### config.mk
export PLATFORM = sky130hd
export DESIGN_NAME = wb_queue_flat
export DESIGN_NICKNAME = d
export VERILOG_FILES = /design/src/rtl/wb_pkg.sv /design/src/rtl/wb_queue_if.sv /design/src/rtl/wb_queue_fifo.sv /design/src/rtl/wb_queue.sv /design/src/flat_wrapper.sv
export SDC_FILE = /design/constraint.sdc
export NUM_CORES = 1
export LEC_CHECK = 0
export CORE_MARGIN = 2
export CORE_UTILIZATION = 62
export DETAILED_ROUTE_END_ITERATION = 7
export PLACE_DENSITY_LB_ADDON = 0.25
export SLEW_MARGIN = 20
export SYNTH_ARGS = -nofsm -noshare
export SYNTH_HDL_FRONTEND = slang
export SYNTH_SLANG_ARGS = --single-unit
export TNS_END_PERCENT = 20
### constraint.sdc
create_clock -name clk -period 5.59 [get_ports clk]
set_input_delay 1.118 -clock clk [delete_from_list [all_inputs] [get_ports clk]]
set_output_delay 1.118 -clock clk [all_outputs]
set_load 0.05 [all_outputs]
### src/rtl/wb_pkg.sv
// rtl/wb_pkg.sv - shared types and widths for the write-back queue
package wb_pkg;
    localparam int WB_DEPTH  = 4;
    localparam int REG_NUM_W = 5;
    localparam int DATA_W    = 32;

    typedef struct packed {
        logic [REG_NUM_W-1:0] wn;
        logic [DATA_W-1:0]    wd;
    } wb_entry_t;
endpackage

### src/rtl/wb_queue_if.sv
// rtl/wb_queue_if.sv - producer-side write-back offer handshake
interface wb_queue_if;
    import wb_pkg::*;

    logic                 in_valid;
    logic [REG_NUM_W-1:0] in_wn;
    logic [DATA_W-1:0]    in_wd;
    logic                 in_ready;

    modport master (output in_valid, output in_wn, output in_wd, input in_ready);
    modport slave  (input in_valid, input in_wn, input in_wd, output in_ready);
endinterface

### src/rtl/wb_queue_fifo.sv
// rtl/wb_queue_fifo.sv - write-back entry storage, pointers and occupancy
module wb_fifo
    import wb_pkg::*;
#(
    parameter int  DEPTH = WB_DEPTH,
    localparam int PW    = $clog2(DEPTH),
    localparam int CW    = $clog2(DEPTH) + 1
) (
    input  logic                  clk,
    input  logic                  reset,
    input  logic                  push,
    input  wb_entry_t             push_data,
    input  logic                  pop,
    output wb_entry_t             head,
    output logic [CW-1:0]         count,
    output wb_entry_t [DEPTH-1:0] age_entry,
    output logic [DEPTH-1:0]      age_valid
);
    wb_entry_t       mem [DEPTH];
    logic [PW-1:0]   wr_ptr;
    logic [PW-1:0]   rd_ptr;

    always_ff @(posedge clk) begin
        if (reset) begin
            wr_ptr <= '0;
            rd_ptr <= '0;
            count  <= '0;
            for (int i = 0; i < DEPTH; i++) mem[i] <= '0;
        end else begin
            if (push) begin
                mem[wr_ptr] <= push_data;
                wr_ptr      <= wr_ptr + PW'(1);
            end
            if (pop) rd_ptr <= rd_ptr + PW'(1);
            count <= count + CW'(push) - CW'(pop);
        end
    end

    assign head = mem[rd_ptr];

    // Present occupied entries oldest-first so lookup can pick the youngest match.
    always_comb begin
        for (int k = 0; k < DEPTH; k++) begin
            age_entry[k] = mem[rd_ptr + PW'(k)];
            age_valid[k] = (CW'(k) < count);
        end
    end
endmodule

### src/rtl/wb_queue.sv
// rtl/wb_queue.sv - buffered register-file write-back with forwarding lookup
module wb_queue
    import wb_pkg::*;
#(
    parameter int  DEPTH = WB_DEPTH,
    localparam int CW    = $clog2(DEPTH) + 1
) (
    input  logic                 clk,
    input  logic                 reset,
    wb_queue_if.slave            in_if,
    input  logic                 drain_en,
    output logic                 RegWrite,
    output logic [REG_NUM_W-1:0] WN,
    output logic [DATA_W-1:0]    WD,
    input  logic [REG_NUM_W-1:0] RN1,
    input  logic [REG_NUM_W-1:0] RN2,
    output logic                 fwd1_hit,
    output logic                 fwd2_hit,
    output logic [DATA_W-1:0]    fwd1_data,
    output logic [DATA_W-1:0]    fwd2_data,
    output logic [CW-1:0]        count
);
    logic                  push;
    logic                  pop;
    wb_entry_t             head;
    wb_entry_t [DEPTH-1:0] age_entry;
    logic [DEPTH-1:0]      age_valid;

    assign in_if.in_ready = (count != CW'(DEPTH));
    // Writes to register 0 are handshaken but never stored.
    assign push = in_if.in_valid && in_if.in_ready && (in_if.in_wn != '0);
    assign pop  = drain_en && (count != '0);

    wb_fifo #(.DEPTH(DEPTH)) u_fifo (
        .clk       (clk),
        .reset     (reset),
        .push      (push),
        .push_data ('{wn: in_if.in_wn, wd: in_if.in_wd}),
        .pop       (pop),
        .head      (head),
        .count     (count),
        .age_entry (age_entry),
        .age_valid (age_valid)
    );

    always_ff @(posedge clk) begin
        if (reset) begin
            RegWrite <= 1'b0;
            WN       <= '0;
            WD       <= '0;
        end else if (pop) begin
            RegWrite <= 1'b1;
            WN       <= head.wn;
            WD       <= head.wd;
        end else begin
            RegWrite <= 1'b0;
        end
    end

    // Output stage is oldest; queue entries scanned oldest to newest so the youngest wins.
    function automatic logic [DATA_W:0] lookup(
        input logic [REG_NUM_W-1:0] rn,
        input logic                 rw,
        input logic [REG_NUM_W-1:0] wn,
        input logic [DATA_W-1:0]    wd,
        input wb_entry_t [DEPTH-1:0] ents,
        input logic [DEPTH-1:0]     vld
    );
        logic [DATA_W:0] r;
        r = '0;
        if (rn != '0) begin
            if (rw && (wn == rn)) r = {1'b1, wd};
            for (int k = 0; k < DEPTH; k++)
                if (vld[k] && (ents[k].wn == rn)) r = {1'b1, ents[k].wd};
        end
        return r;
    endfunction

    assign {fwd1_hit, fwd1_data} = lookup(RN1, RegWrite, WN, WD, age_entry, age_valid);
    assign {fwd2_hit, fwd2_data} = lookup(RN2, RegWrite, WN, WD, age_entry, age_valid);
endmodule
### src/flat_wrapper.sv
// flat-port wrapper written by rule: the top's interface ports become plain ports
module wb_queue_flat import wb_pkg::*;
#(
    parameter int  DEPTH = WB_DEPTH,
    localparam int CW    = $clog2(DEPTH) + 1
)
  (clk, reset, drain_en, RegWrite, WN, WD, RN1, RN2, fwd1_hit, fwd2_hit, fwd1_data, fwd2_data, count, in_if_in_valid, in_if_in_wn, in_if_in_wd, in_if_in_ready);
  wb_queue_if in_if_i ();
  input  logic clk;
  input  logic reset;
  input  logic drain_en;
  output logic RegWrite;
  output logic [REG_NUM_W-1:0] WN;
  output logic [DATA_W-1:0] WD;
  input  logic [REG_NUM_W-1:0] RN1;
  input  logic [REG_NUM_W-1:0] RN2;
  output logic fwd1_hit;
  output logic fwd2_hit;
  output logic [DATA_W-1:0] fwd1_data;
  output logic [DATA_W-1:0] fwd2_data;
  output logic [CW-1:0] count;
  input wire logic [$bits(in_if_i.in_valid)-1:0] in_if_in_valid;
  input wire logic [$bits(in_if_i.in_wn)-1:0] in_if_in_wn;
  input wire logic [$bits(in_if_i.in_wd)-1:0] in_if_in_wd;
  output wire logic [$bits(in_if_i.in_ready)-1:0] in_if_in_ready;
  assign in_if_i.in_valid = in_if_in_valid;
  assign in_if_i.in_wn = in_if_in_wn;
  assign in_if_i.in_wd = in_if_in_wd;
  assign in_if_in_ready = in_if_i.in_ready;
  wb_queue #(.DEPTH(DEPTH)) u_core (.clk(clk), .reset(reset), .in_if(in_if_i), .drain_en(drain_en), .RegWrite(RegWrite), .WN(WN), .WD(WD), .RN1(RN1), .RN2(RN2), .fwd1_hit(fwd1_hit), .fwd2_hit(fwd2_hit), .fwd1_data(fwd1_data), .fwd2_data(fwd2_data), .count(count));
endmodule
==> flow_metrics.py, run 1 <==
metrics = {
    "die": {
        "pin_count": 159,
        "core_um2": 22500,
        "fp.dieH_um": 155,
        "start_util_pct": 62.9,
        "placementRows": 55,
        "die_w_um": 155,
        "die-area_um2": 24100,
    },
    "cells_and_area": {
        "drive_above_1_share_pct": 18.3,
        "syn2layout_area_growth_pct": 14.8,
        "final_nets": 1672,
        "final_common_cell": "nand2_1",
        "antenna_cells": 0,
        "multiInputGateArea_um2": 8000,
        "seqCellArea_um2": 5390,
        "final_area_um2": 16300,
        "n_fill_cell": 1612,
        "layout_common_cells": "nand2_1, edfxtp_1, nor2_1",
        "final_core_util_pct": 72.3,
    },
    "synthesis": {
        "synth-main-ff-cell": "edfxtp_1",
        "synthSimpleGateAreaFrac_pct": 18.8,
        "synth.distinct_cells": 47,
        "synthTopCellsByArea": "edfxtp_1, nand2_1, mux4_2",
        "synth_compound_gate_area_share_pct": 17.3,
        "synthAdderAreaFrac_pct": 0.495,
        "synth.area.mux_share_pct": 15.6,
        "yosysSeqAreaShare_pct": 38.0,
        "synth-edff-count": 148,
        "syn_area_um2": 14200,
        "synth-xor-area-share_pct": 3.52,
        "synth_seq_cells": 195,
        "yosys_warnings": 0,
        "synth_top_family_by_area": "simple AND/OR/NAND/NOR gates",
        "synth_top_area_share_pct": 31.4,
        "synth_async_sr_flop_share_pct": 0,
        "synthCells": 1538,
        "avgSynthCellArea_um2": 9.21,
        "synth_top_area_cell": "edfxtp_1",
        "synth_nets": 1594,
    },
    "setup_path": {
        "start_kind": "register",
        "cp_max_fo": 17,
        "cp.required_ns": 4.47,
        "reg2reg_from": "u_core.u_fifo.count[1]$_SDFF_PP0_",
        "end_kind": "output port",
        "rr_endpoint": "u_core.u_fifo.mem[3][3]$_DFFE_PP_",
        "ff2ff_setup_slack_ns": 2.81,
        "worstSetupPathType": "reg2out",
        "arrival_ns": 4.04,
        "reg2reg_depth": 7,
    },
    "placement": {
        "post-dp-hpwl_mm": 27.7,
        "portBuffers": 158,
        "placed_cell_area_um2": 15700,
        "gp_congestion": 0.938,
    },
    "run_status": {
        "status": "finished, final reports clean",
    },
    "power_and_ir_drop": {
        "vdd_drop_max_mv": 0.302,
        "powerDensity_nw_per_um2": 399,
        "leakage_nw": 6.39,
    },
    "clock_tree": {
        "cts_setup_buffers": 0,
        "numCtsBuffers": 17,
        "max-clock-path-buffers": 2,
        "hold_buffers": 0,
        "cts_tree": "built",
        "clk_latency_ns": 0.44,
        "cts_sinks": 195,
        "ctsResizeCount": 0,
        "clk_pin_slew_worst_paths_ns": 0.07,
        "cts.htree.levels": 4,
        "root_buffer": "clkbuf_16",
    },
    "routing": {
        "first_pass_iters": 6,
        "drtIter0Drc": 1729,
        "drc": 0,
        "vias": 13000,
        "viasPerCell": 6.80,
        "wl_per_cell_um": 22.9,
        "routed_wl_mm": 43.9,
        "ant_nets": 0,
    },
    "timing": {
        "finalSetupViolCount": 0,
        "tns_ns": 0,
        "slew_headroom_pct": 34.0,
        "worstMarginPinSlew_ns": 0.990,
        "hold_slack_ns": 0.502,
        "rsz0062_at_grt": "false",
        "hold_viol": 0,
        "fin_skew_ns": 0.00804,
        "fmax_ghz": 0.194,
        "fin_crit_sh_pct": 92.2,
        "finalCriticalPeriod_ns": 5.15,
        "maxSlewViolCount": 0,
    },
    "run": {
        "maxCapViolations": 0,
    },
    "global_route": {
        "antenna_found_initial": 0,
        "grt_pass1_wl_mm": 67.8,
        "grt_overflow": 0,
        "grt_start_max_net_pins": 85,
        "grt_pass1_vias": 12600,
        "grt_util_all_layers_pct": 36.0,
    },
    "min_path": {
        "hold_depth": 2,
        "hold_class": "reg2reg",
        "min-delay-start": "u_core.WD[1]$_SDFFE_PP0P_",
        "worstHoldEndpoint": "u_core.WD[1]$_SDFFE_PP0P_",
    },
}
[Yosys cell counts (all sizes together) (3+ instances only)]
cell type	count
a211oi	31
a21o	33
a21oi	102
a221oi	32
a31oi	32
and2	38
and3	4
buf	68
clkbuf	74
dfxtp	47
edfxtp	148
ha	4
inv	46
mux2	34
mux2i	68
mux4	51
nand2	323
nand3	35
nand4	5
nor2	129
nor2b	35
nor3	9
nor4	5
o211ai	3
o21ai	33
o221ai	64
or2	16
or4	4
xnor2	34
xor2	22
[metrics by stage]
stage | cells | setup WS [ns] | power (W)
after floorplan | 1538 | 1.20 | 0.00431
after global placement | 1881 | 0.663 | 0.00514
after detailed placement | 1881 | 0.623 | 0.00520
after CTS | 1913 | 0.487 | 0.00640
after global routing | 1914 | 0.280 | 0.00677
final | 1914 | 0.436 | 0.00649
[metal layers]
metal  wire (um)  part of all wire, %  global-route usage [%]
met5           0                    0                       0
met4        1630                  3.7                    16.2
met3        5520                   13                    7.30
met2       20400                   47                    58.5
met1       16300                   37                    47.1
[worst max-delay path: stages (launching register included)]
cell and delay [ns]:
dfxtp_2 0.66, mux4_1 0.75, xnor2_1 0.20, nand4_1 0.19
or3_1 0.80, buf_4 0.40, a31oi_1 0.20, o221ai_1 0.16
buf_4 0.22
[kinds of logic (layout without fill, tap and decap cells)]
logic type,count (synthesis),after routing
adders and majority gates,5,5
xor gates and xnor gates,56,56
buffers and inverters,190,281
DFF,195,195
AOI/OAI and AO/OA,333,333
muxes,153,153
and+or+nand+nor,606,606
[flip-flops by register name, summed over array words and instances, names as in the netlist, named ones only]
register	flops
u_core.u_fifo.mem	148
u_core.RegWrite	1
u_core.WD	32
u_core.u_fifo.wr_ptr	2
u_core.WN	5
u_core.u_fifo.rd_ptr	2
u_core.u_fifo.count	3
[layout make-up]
class	count	share of cell area, %
clock inverters	15	0.892
flip-flops and latches	195	33.2
repair buffers	203	10.9
multi-input cells	1153	49.2
clock buffers	17	2.62
inverters	46	1.07
well taps	285	2.19
[power breakdown]
| group | internal (W) | leakage, nW | switching, W |
|---|---|---|---|
| Combinational | 0.00112 | 4.19 | 0.00211 |
| Sequential | 0.00178 | 1.92 | 0.000262 |
| Clock | 0.000629 | 0.283 | 0.000593 |
[worst max path at each step]
stage                  start             to  depth (start not counted)
finish              register   fwd2_data[2]                          8
global route        register   fwd2_data[4]                          8
CTS                 register   fwd2_data[4]                          8
detailed placement    RN2[2]   fwd2_data[4]                          8
global placement      RN2[2]  fwd2_data[16]                          8
floorplan             RN1[3]  fwd1_data[10]                          9
(Power assumes the default switching activity.)
==> run 2, diff against run 1 <==
CORE_UTILIZATION = 44   (was 62)
CTS_BUF_LIST = sky130_fd_sc_hd__clkbuf_4   (was default)
PLACE_DENSITY_LB_ADDON = 0.15   (was 0.25)
==> flow_metrics.py, run 2 (synthesis gave the netlist of run 1 again) <==
metrics = {
    "cells_and_area": {
        "fin_cells": 2037,
        "final_nets": 1677,
        "drive_above_1_share_pct": 18.5,
        "top_register": "u_core.u_fifo.mem",
        "syn2layout_area_growth_pct": 14.2,
        "layout_common_cells": "nand2_1, edfxtp_1, nor2_1",
        "reg_top3": "u_core.u_fifo.mem (148), u_core.WD (32), u_core.WN (5)",
        "final_core_util_pct": 51.1,
        "final_area_um2": 16200,
        "n_fill_cell": 2933,
        "largest_reg_flops": 148,
        "final_common_cell": "nand2_1",
    },
    "timing": {
        "maxSlewViolCount": 0,
        "finalSetupViolCount": 0,
        "fin_ws_ns": 0.589,
        "fmax_ghz": 0.200,
        "fin_crit_sh_pct": 89.5,
        "hold_viol": 0,
        "finalCriticalPeriod_ns": 5.00,
        "slew_headroom_pct": 24.4,
        "worstMarginPinSlew_ns": 1.13,
        "fin_skew_ns": 0.0281,
        "rsz0062_at_grt": "false",
        "tns_ns": 0,
    },
    "clock_tree": {
        "numCtsBuffers": 17,
        "cts_tree": "built",
        "clk_latency_ns": 0.61,
        "clk_pin_slew_worst_paths_ns": 0.17,
        "max-clock-path-buffers": 2,
        "root_buffer": "clkbuf_4",
        "ctsResizeCount": 0,
        "hold_buffers": 0,
        "cts_sinks": 195,
        "cts.htree.levels": 4,
        "cts_setup_buffers": 0,
    },
    "global_route": {
        "grt_pass1_vias": 12200,
        "antenna_found_initial": 1,
        "grt_pass1_wl_mm": 72.0,
        "grt_overflow": 0,
        "grt_start_max_net_pins": 161,
        "grt_util_all_layers_pct": 28.3,
    },
    "setup_path": {
        "cp_max_fo": 17,
        "worstSetupPathType": "reg2out",
        "start_kind": "register",
        "arrival_ns": 3.88,
        "end_kind": "output port",
        "cp.required_ns": 4.47,
    },
    "power_and_ir_drop": {
        "powerDensity_nw_per_um2": 376,
        "leakage_nw": 6.29,
        "vdd_drop_max_mv": 0.226,
    },
    "die": {
        "core_um2": 31600,
        "placementRows": 65,
        "fp.dieH_um": 183,
        "die_w_um": 183,
        "die-area_um2": 33600,
        "start_util_pct": 44.8,
        "pin_count": 159,
    },
    "routing": {
        "vias": 12600,
        "viasPerCell": 6.17,
        "routed_wl_mm": 47.8,
        "ant_nets": 0,
        "drtIter0Drc": 1487,
        "wl_per_cell_um": 23.4,
        "first_pass_iters": 5,
        "drc": 0,
    },
    "placement": {
        "place_ws_ns": 0.652,
        "post-dp-hpwl_mm": 30.5,
        "placed_cell_area_um2": 15900,
        "gp_congestion": 0.916,
        "portBuffers": 158,
        "dp_cells": 2004,
    },
    "min_path": {
        "hold_class": "reg2reg",
    },
    "run_status": {
        "status": "finished, final reports clean",
    },
    "run": {
        "maxCapViolations": 0,
    },
}
[run 2: changes by cell type in the layout (fill, tap and decap cells not counted), moves of 2 or more]
cell / change
inv_6: -4
inv_8: -2
buf_4: +3
clkinv_1: +2
clkbuf_4: +23
clkbuf_16: -17
clkinv_2: -2
buf_12: +3
[run 2: worst max-delay path, cell delays in order, from the launching register on]
cell,delay (ns)
dfxtp_2,0.67
mux4_2,0.63
xor2_1,0.18
nor4_1,0.25
and3_1,0.38
nand2_1,0.19
buf_4,0.26
o221ai_1,0.43
buf_4,0.29
[run 2: where the power goes]
group	switching, W	leakage [nW]	internal, W
registers	0.000233	1.92	0.00178
clock network	0.000495	0.154	0.000296
logic	0.00215	4.22	0.00113
total	0.00287	6.29	0.00320
[run 2: path summary, 6_finish.rpt]
kind | from | to | slack (ns) | cells after the start
min reg2reg | u_core.WD[1]$_SDFFE_PP0P_ | u_core.WD[1]$_SDFFE_PP0P_ | 0.52 | 2
max reg2reg | u_core.u_fifo.count[0]$_SDFF_PP0_ | u_core.u_fifo.count[2]$_SDFF_PP0_ | 2.99 | 9
min | u_core.WD[1]$_SDFFE_PP0P_ | u_core.WD[1]$_SDFFE_PP0P_ | 0.52 | 2
max | u_core.u_fifo.rd_ptr[0]$_SDFFE_PP0P_ | fwd2_data[19] | 0.59 | 8
[run 2: area by class of cell]
cell class / count / area (um^2) / area share (%)
flip-flops and latches: 195 / 5390 / 33.3
repair buffers: 208 / 1830 / 11.3
diodes: 1 / 2.50 / 0.0155
multi-input cells: 1153 / 8000 / 49.5
inverters: 46 / 174 / 1.07
well taps: 402 / 503 / 3.11
clock buffers: 23 / 173 / 1.07
clock inverters: 9 / 106 / 0.657
[run 2: layer usage]
metal / global-route usage [%] / vias to the layer above / share of wire [%]
met5: 0.296 / - / 0
met4: 9.60 / 0 / 2.4
met3: 4.61 / 80 / 8.5
met2: 47.4 / 671 / 48
met1: 37.4 / 6100 / 42
li1: - / 5723 / -
[run 2: through the flow]
| step | power, W | hold slack [ns] |
|---|---|---|
| 6_report | 0.00608 | 0.520 |
| 3_5_place_dp | 0.00528 | 0.493 |
| 5_1_grt | 0.00639 | 0.545 |
| 4_1_cts | 0.00606 | 0.514 |
| 2_1_floorplan | 0.00431 | 0.540 |
| 3_3_place_gp | 0.00525 | 0.482 |
==> run 3, diff against run 2 <==
RECOVER_POWER = 100   (was default)
==> flow_metrics.py, run 3 (synthesis gave the netlist of run 1 again) <==
metrics = {
    "run_status": {
        "status": "complete, but fails checks",
        "violations": "max-capacitance violations, max-slew violations",
    },
    "clock_tree": {
        "ctsResizeCount": 0,
        "numCtsBuffers": 17,
        "cts.htree.levels": 4,
        "cts_tree": "built",
        "clk_latency_ns": 0.62,
        "cts_sinks": 195,
        "clk_pin_slew_worst_paths_ns": 0.17,
        "max-clock-path-buffers": 2,
        "root_buffer": "clkbuf_4",
        "cts_setup_buffers": 0,
        "hold_buffers": 0,
    },
    "timing": {
        "fin_skew_ns": 0.0293,
        "hold_viol": 0,
        "finalCriticalPeriod_ns": 5.23,
        "rsz0062_at_grt": "false",
        "worstMarginPinSlew_ns": 2.93,
        "maxSlewViolCount": 226,
        "tns_ns": 0,
        "fmax_ghz": 0.191,
        "fin_crit_sh_pct": 93.6,
        "hold_slack_ns": 0.515,
        "slew_headroom_pct": -95.2,
        "finalSetupViolCount": 0,
    },
    "placement": {
        "post-dp-hpwl_mm": 30.5,
        "dp_cells": 2004,
        "portBuffers": 158,
        "placed_cell_area_um2": 15900,
        "gp_congestion": 0.916,
    },
    "setup_path": {
        "worstSetupStartpoint": "u_core.u_fifo.rd_ptr[0]$_SDFFE_PP0P_",
        "cp.required_ns": 4.47,
        "cpLargestDelayFamily": "buffers and inverters",
        "arrival_ns": 4.11,
        "cp_max_fo": 17,
        "cp.depth": 8,
        "cp_cell_sequence": "mux4_2 -> xnor2_1 -> nand3_1 -> nor3_4 -> clkbuf_2 -> a221oi_2 -> o221ai_1 -> clkbuf_1",
        "max_stage_delay_ns": 0.67,
        "rr_endpoint": "u_core.u_fifo.mem[2][31]$_SDFFCE_PN0P_",
        "worstSetupPathType": "reg2out",
        "endpoint": "fwd1_data[6]",
        "slowest_stage": "dfxtp_2",
        "ff2ff_setup_slack_ns": 1.25,
        "end_kind": "output port",
        "reg2reg_from": "u_core.u_fifo.count[1]$_SDFF_PP0_",
        "reg2reg_depth": 8,
        "critPathBufInv": 2,
        "start_kind": "register",
    },
    "cells_and_area": {
        "final_area_um2": 16000,
        "final_common_cell": "nand2_1",
        "final_nets": 1677,
        "seqCellArea_um2": 5390,
        "largest_reg_flops": 148,
        "syn2layout_area_growth_pct": 12.7,
        "drive_above_1_share_pct": 17.3,
        "reg_top3": "u_core.u_fifo.mem (148), u_core.WD (32), u_core.WN (5)",
        "fin_cells": 2037,
        "n_fill_cell": 2973,
        "layout_common_cells": "nand2_1, edfxtp_1, nor2_1",
        "multiInputGateArea_um2": 7960,
        "top_register": "u_core.u_fifo.mem",
    },
    "power_and_ir_drop": {
        "leakage_nw": 6.31,
        "vdd_drop_max_mv": 0.227,
        "swShare_pct": 47.7,
        "p_switching_w": 0.00286,
        "power.share.sequential_pct": 33.5,
        "combPwrFrac_pct": 53.3,
        "pwr-share-clk_pct": 13.2,
        "p_int_w": 0.00314,
        "powerDensity_nw_per_um2": 376,
        "totalPowerFinal_w": 0.00600,
    },
    "die": {
        "die_w_um": 183,
        "pin_count": 159,
        "die-area_um2": 33600,
        "start_util_pct": 44.8,
        "placementRows": 65,
        "core_um2": 31600,
        "fp.dieH_um": 183,
    },
    "routing": {
        "first_pass_iters": 6,
        "wl_per_cell_um": 23.4,
        "drtIter0Drc": 1299,
        "ant_nets": 0,
        "routed_wl_mm": 47.7,
        "viasPerCell": 6.18,
        "drc": 0,
        "vias": 12600,
    },
    "global_route": {
        "grt_util_all_layers_pct": 28.3,
        "grt_pass1_vias": 12200,
        "grt_overflow": 0,
        "antenna_found_initial": 1,
        "grt_pass1_wl_mm": 72.0,
        "grt_start_max_net_pins": 161,
    },
    "min_path": {
        "hold_class": "reg2reg",
    },
    "run": {
        "maxCapViolations": 7,
    },
}
[run 3: layer usage]
| metal | share of wire, % | global-route usage, % | up-vias | routed length [um] |
|---|---|---|---|---|
| met5 | 0 | 0.296 | - | 0 |
| met4 | 2.5 | 9.60 | 0 | 1180 |
| met3 | 8.0 | 4.61 | 80 | 3810 |
| met2 | 48 | 47.4 | 630 | 22700 |
| met1 | 42 | 37.4 | 6154 | 20000 |
| li1 | - | - | 5725 | - |
[run 3: stage by stage]
stage | util [%] | setup WS, ns
finish | 50.5 | 0.360
global route | 50.5 | 0.161
CTS | 51.1 | 0.542
detailed placement | 50.3 | 0.652
global placement | 50.3 | 0.710
floorplan | - | 1.20
[run 3: power groups by stage]
stage,clock (W),combinational (W),sequential (W)
final,0.000790,0.00320,0.00201
after global routing,0.000850,0.00342,0.00204
after CTS,0.000806,0.00325,0.00201
after detailed placement,0,0.00324,0.00204
after global placement,0,0.00322,0.00203
after floorplan,0,0.00217,0.00214
[run 3: area by class of cell]
type,instances,share of cell area [%]
diodes,1,0.0157
clock buffers,23,1.08
clock inverters,9,0.666
inverters,46,1.08
multi-input cells,1153,49.9
flip-flops and latches,195,33.8
well taps,402,3.15
repair buffers,208,10.4
[run 3: how the worst min path moves through the flow]
stage	startpoint	end	slack (ns)	depth (start not counted)
after floorplan	u_core.u_fifo.wr_ptr[1]$_SDFFE_PP0P_	u_core.u_fifo.wr_ptr[1]$_SDFFE_PP0P_	0.54	2
after global routing	u_core.WD[6]$_SDFFE_PP0P_	u_core.WD[6]$_SDFFE_PP0P_	0.54	2
final	u_core.WD[1]$_SDFFE_PP0P_	u_core.WD[1]$_SDFFE_PP0P_	0.52	2
after global placement	u_core.WD[0]$_SDFFE_PP0P_	u_core.WD[0]$_SDFFE_PP0P_	0.48	2
after detailed placement	u_core.WD[1]$_SDFFE_PP0P_	u_core.WD[1]$_SDFFE_PP0P_	0.49	2
after CTS	u_core.WD[0]$_SDFFE_PP0P_	u_core.WD[0]$_SDFFE_PP0P_	0.51	2
[run 3: worst register-to-register path: stages, from the launching register on]
cell and delay (ns):
dfxtp_1 0.46, inv_1 0.13, nand3_1 0.12, o211ai_1 0.10
clkbuf_1 0.23, nor2_1 1.61, clkbuf_1 1.10, nand2_1 0.26
nor2_1 0.18
